$ cat config.mk
export PLATFORM = sky130hd
export DESIGN_NAME = interrupt_vector_fetch
export DESIGN_NICKNAME = d
export VERILOG_FILES = /design/src/rtl/interrupt_vector_fetch.sv
export SDC_FILE = /design/constraint.sdc
export NUM_CORES = 1
export LEC_CHECK = 0
export BUFFER_PORTS_ARGS = -buffer_cell sky130_fd_sc_hd__buf_4
export CORE_ASPECT_RATIO = 0.9
export CORE_MARGIN = 10
export CORE_UTILIZATION = 43
export DETAILED_ROUTE_END_ITERATION = 7
export HOLD_SLACK_MARGIN = 0.1
export PLACE_DENSITY = 0.77
export REMOVE_ABC_BUFFERS = 1
export SLEW_MARGIN = 15
export SYNTH_ARGS = -nofsm -noshare
export SYNTH_HDL_FRONTEND = slang
export SYNTH_SLANG_ARGS = --single-unit
$ cat constraint.sdc
create_clock -name clk -period 1.54 [get_ports clk]
set_input_delay 0.231 -clock clk [delete_from_list [all_inputs] [get_ports clk]]
set_output_delay 0.231 -clock clk [all_outputs]
set_load 0.02 [all_outputs]
$ cat src/rtl/interrupt_vector_fetch.sv
// Fetch-side interrupt responder: reads the ISR address from the IVT as two 16-bit
// words (high first) while stalling fetch, then redirects the PC with a one-cycle load.
module interrupt_vector_fetch #(
  parameter logic [31:0] IVT_BASE = 32'h0000_0000,
  parameter int unsigned MAX_WAIT = 15
) (
  input  logic        clk,
  input  logic        rst,
  input  logic        interrupt_raised,
  input  logic [31:0] current_pc,
  output logic        imem_req,
  output logic [31:0] imem_addr,
  input  logic [15:0] imem_rdata,
  input  logic        imem_valid,
  output logic        fetch_stall,
  output logic        pc_load,
  output logic [31:0] pc_load_value,
  output logic [31:0] saved_pc,
  output logic        busy,
  output logic        vector_error
);

  typedef enum logic [1:0] {
    ST_IDLE  = 2'd0,
    ST_RD_HI = 2'd1,
    ST_RD_LO = 2'd2,
    ST_LOAD  = 2'd3
  } state_t;

  localparam logic [7:0]  WAIT_LAST   = 8'(MAX_WAIT - 1);
  localparam logic [31:0] IVT_LO_ADDR = IVT_BASE + 32'd1;

  state_t      r_state;
  logic        r_pending;
  logic [7:0]  r_wait;
  logic [15:0] r_hi_word;
  logic        r_imem_req;
  logic [31:0] r_imem_addr;
  logic        r_fetch_stall;
  logic        r_pc_load;
  logic [31:0] r_pc_load_value;
  logic [31:0] r_saved_pc;
  logic        r_busy;
  logic        r_vector_error;

  // Sequencer state, wait counter and all registered outputs
  always_ff @(posedge clk) begin
    if (rst) begin
      r_state         <= ST_IDLE;
      r_pending       <= 1'b0;
      r_wait          <= 8'd0;
      r_hi_word       <= 16'd0;
      r_imem_req      <= 1'b0;
      r_imem_addr     <= 32'd0;
      r_fetch_stall   <= 1'b0;
      r_pc_load       <= 1'b0;
      r_pc_load_value <= 32'd0;
      r_saved_pc      <= 32'd0;
      r_busy          <= 1'b0;
      r_vector_error  <= 1'b0;
    end else begin
      r_pc_load      <= 1'b0;
      r_vector_error <= 1'b0;
      case (r_state)
        ST_IDLE: begin
          if (interrupt_raised || r_pending) begin
            r_state       <= ST_RD_HI;
            r_saved_pc    <= current_pc;
            r_pending     <= 1'b0;
            r_wait        <= 8'd0;
            r_imem_req    <= 1'b1;
            r_imem_addr   <= IVT_BASE;
            r_fetch_stall <= 1'b1;
            r_busy        <= 1'b1;
          end
        end
        ST_RD_HI: begin
          r_pending <= r_pending | interrupt_raised;
          if (imem_valid) begin
            r_hi_word   <= imem_rdata;
            r_wait      <= 8'd0;
            r_state     <= ST_RD_LO;
            r_imem_addr <= IVT_LO_ADDR;
          end else if (r_wait == WAIT_LAST) begin
            r_state        <= ST_IDLE;
            r_wait         <= 8'd0;
            r_vector_error <= 1'b1;
            r_imem_req     <= 1'b0;
            r_fetch_stall  <= 1'b0;
            r_busy         <= 1'b0;
          end else begin
            r_wait <= r_wait + 8'd1;
          end
        end
        ST_RD_LO: begin
          r_pending <= r_pending | interrupt_raised;
          if (imem_valid) begin
            r_state         <= ST_LOAD;
            r_wait          <= 8'd0;
            r_imem_req      <= 1'b0;
            r_pc_load       <= 1'b1;
            r_pc_load_value <= {r_hi_word, imem_rdata};
          end else if (r_wait == WAIT_LAST) begin
            r_state        <= ST_IDLE;
            r_wait         <= 8'd0;
            r_vector_error <= 1'b1;
            r_imem_req     <= 1'b0;
            r_fetch_stall  <= 1'b0;
            r_busy         <= 1'b0;
          end else begin
            r_wait <= r_wait + 8'd1;
          end
        end
        ST_LOAD: begin
          // A pulse here is served after one IDLE cycle, via pending
          r_pending     <= r_pending | interrupt_raised;
          r_state       <= ST_IDLE;
          r_fetch_stall <= 1'b0;
          r_busy        <= 1'b0;
        end
        default: begin
          r_state       <= ST_IDLE;
          r_wait        <= 8'd0;
          r_imem_req    <= 1'b0;
          r_fetch_stall <= 1'b0;
          r_busy        <= 1'b0;
        end
      endcase
    end
  end

  assign imem_req      = r_imem_req;
  assign imem_addr     = r_imem_addr;
  assign fetch_stall   = r_fetch_stall;
  assign pc_load       = r_pc_load;
  assign pc_load_value = r_pc_load_value;
  assign saved_pc      = r_saved_pc;
  assign busy          = r_busy;
  assign vector_error  = r_vector_error;

endmodule

==> impl_results.md <==
- Cell Pwr Density: 1059 mW/mm²
- Final period util: 101.6%
- Leakage power: 0.002236 µW
- Critical Path Start: r_wait[0]
- Max Clock Freq: 0.6393 GHz
- Clk slew on worst S/H paths: 0.09 ns
- DRC violations left: 0
- Die Wd: 119.4 µm
- Crit path time final: 1.564 ns
- Fillers: 769
- 1st-iter DRT viols: 223
- Final non-filler cell area: 0.005336 mm²
- GPL Wtd Cong: 0.8436
- Hold WC Path Type: input port to register
- Final hold vios: 0
- Core area: 0.008608 mm²
- Initial antenna violation count: 0
- TritonCTS clock tree: done
- H-tree levels: 3
- CTS Sinks: 96
- PortBufs: 121
- Number of global-route vias before repair: 3,328
- R2R depth: 6
- Cell Area, Synth: 0.003824 mm²
- Number of routed nets with antenna violations: 0
- GRT Total Usage: 15.39%
- Post-synthesis register bit count: 96
- Setup crit end kind: register
- Starting Density: 44.42%
- Wire per inst: 14.45 µm
- Worst setup SP type: register
- CP required: 1.78 ns
- Final wirelength: 10,720 µm
- Final Max Slew Viols: 0
- Worst path arrival time: 1.81 ns
- Synthesis-to-finish area growth: 39.56%
- Reg2Reg Capture Point: r_state[1]
- Worst slack at placement: -0.05814 ns
- Site Rows: 32
- YS warnings: 0
- Largest net degree at the start of global routing: 59
- Vias/cell: 4.749
- Clock Path Buffers: 2
- Failing checks: setup timing
- Total CTS buffers: 9
- IO Count: 153
- Crit Path Max Fanout: 3
- Commonest non-fill, non-tap cell in the layout: nand2_1
- VDD IR-drop max: 542.7 µV
- Placed cell areas: 0.004872 mm²
- Synth unique cells: 39
- Final clock skew: 0.01467 ns
- Syn avg cell area: 8.033 µm²
- Final global-route overflow total: 0
- Die height: 109.5 µm
- Synth Flop Type: dfxtp_1
- First-pass GRT wire length: 16,620 µm
- DIE AREA: 0.01307 mm²
- Diode count: 0
- Sequential fraction of the synthesis area: 50.26%
- Final HPWL DP: 7711 µm
- RSZ-0062 raised after global routing: true
- CP Class: register to register
- Total Negative Setup Slacks: -0.02424 ns
- Cell count after synthesis: 476
- Setup Viol. Count Final: 1
- Setup crit end: r_state[1]
- Status: finished with violations
- Max_cap viols: 0
- Reg-to-reg startpoint: r_wait[0]
- Commonest non-fill, non-tap cells in the layout: nand2_1, buf_4, dfxtp_1
- CTS root buf: clkbuf_8
- EDFF count, synth: 0
- Post-synthesis async set-or-reset flop share: 0%
- Share of cells above drive strength 1: 29.86%
- Clk_lat worst skew: 0.36 ns
- Reg2reg setup slack: -0.02 ns
- Via count: 3,524
- Final #Nets: 676
- PnR worst setup slack: -0.02424 ns
- First-pass iteration count of the detailed router: 7
## report_power, final
group | switching [µW] | leakage [µW] | internal (µW)
Sequential | 86.7 | 0.000782 | 2630
Clock | 907 | 0.0000954 | 774
Combinational | 698 | 0.00136 | 556
## state kept, by name, indices dropped and copies added, names as in the netlist
signal,flops
busy,1
r_state,2
vector_error,1
imem_addr,1
imem_req,1
pc_load_value,32
saved_pc,32
pc_load,1
r_wait,8
r_hi_word,16
r_pending,1
## cell type report
cell class              instances  area, µm²  share of cell area, %
clock buffers                  10      127.6                  2.392
clock inverters                 6      73.82                  1.383
inverters                       4      15.01                 0.2814
multi-input cells             345       1703                  31.91
flip-flops and latches         96       1927                  36.11
well taps                     119      148.9                  2.790
repair buffers                162       1341                  25.13
## cells in the mapped netlist, drive strengths merged (3+ instances only)
cell | n | share of area (%)
xnor2 | 7 | 1.6
o21ai | 4 | 0.52
nor3 | 5 | 0.65
nand2 | 163 | 16
dfxtp | 96 | 50
nor2 | 17 | 1.7
a21oi | 82 | 11
ha | 6 | 2.0
inv | 4 | 0.39
buf | 42 | 8.0
o211ai | 3 | 0.59
clkbuf | 19 | 1.9
## worst min-delay path by stage
stage / depth (start not counted) / end / startpoint
floorplan: 1 / pc_load_value[0] / rst
global placement: 2 / pc_load_value[30] / r_hi_word[14]
detailed placement: 2 / pc_load_value[19] / r_hi_word[3]
CTS: 3 / saved_pc[2] / current_pc[2]
global route: 3 / saved_pc[15] / current_pc[15]
finish: 3 / saved_pc[29] / current_pc[29]
## routing by layer
metal | GRT usage, % | routed length [µm]
met3 | 4.203 | 616
met5 | 0 | 0
met1 | 18.40 | 4596
met2 | 26.68 | 5366
met4 | 4.733 | 142
## per-stage QoR
step / power, µW / util, % / instances / hold slack [ns]
floorplan: 3323 / - / 445 / 0.3001
global placement: 3865 / 56.60 / 708 / 0.4361
detailed placement: 3902 / 56.60 / 708 / 0.4455
CTS: 5627 / 61.09 / 739 / 0.1002
global route: 5922 / 61.99 / 742 / 0.1009
finish: 5649 / 61.99 / 742 / 0.1127
## timing repair
action	CTS	global route
gates cloned	0	0
resized for setup	7	18
pin swaps	2	2
hold buffers	15	2
endpoints found under the setup margin	10	14
setup buffers	0	1
hold endpoints to repair	15	2
## worst max-delay path, cell delays in order (launching register included)
cell,delay [ns]
dfxtp_2,0.34
inv_2,0.07
ha_4,0.13
nand4b_1,0.19
or4_4,0.49
a22oi_2,0.15
o2bb2ai_1,0.09
## kinds of logic (layout without fill, tap and decap cells)
group                    after synthesis  count (layout)  synth area share (%)
AO/OA/AOI/OAI                         98              98                 13.71
XOR/XNOR                               7               7                 1.603
adder cells (fa/ha/maj)                6               6                 1.963
buffers and inverters                 65             182                 10.21
flip-flops                            96              96                 50.26
multiplexers                           1               1                0.2618
other                                  1              31               0.09807
AND/OR/NAND/NOR                      202             202                 21.89
No activity file was read; power rests on OpenSTA's default activity.
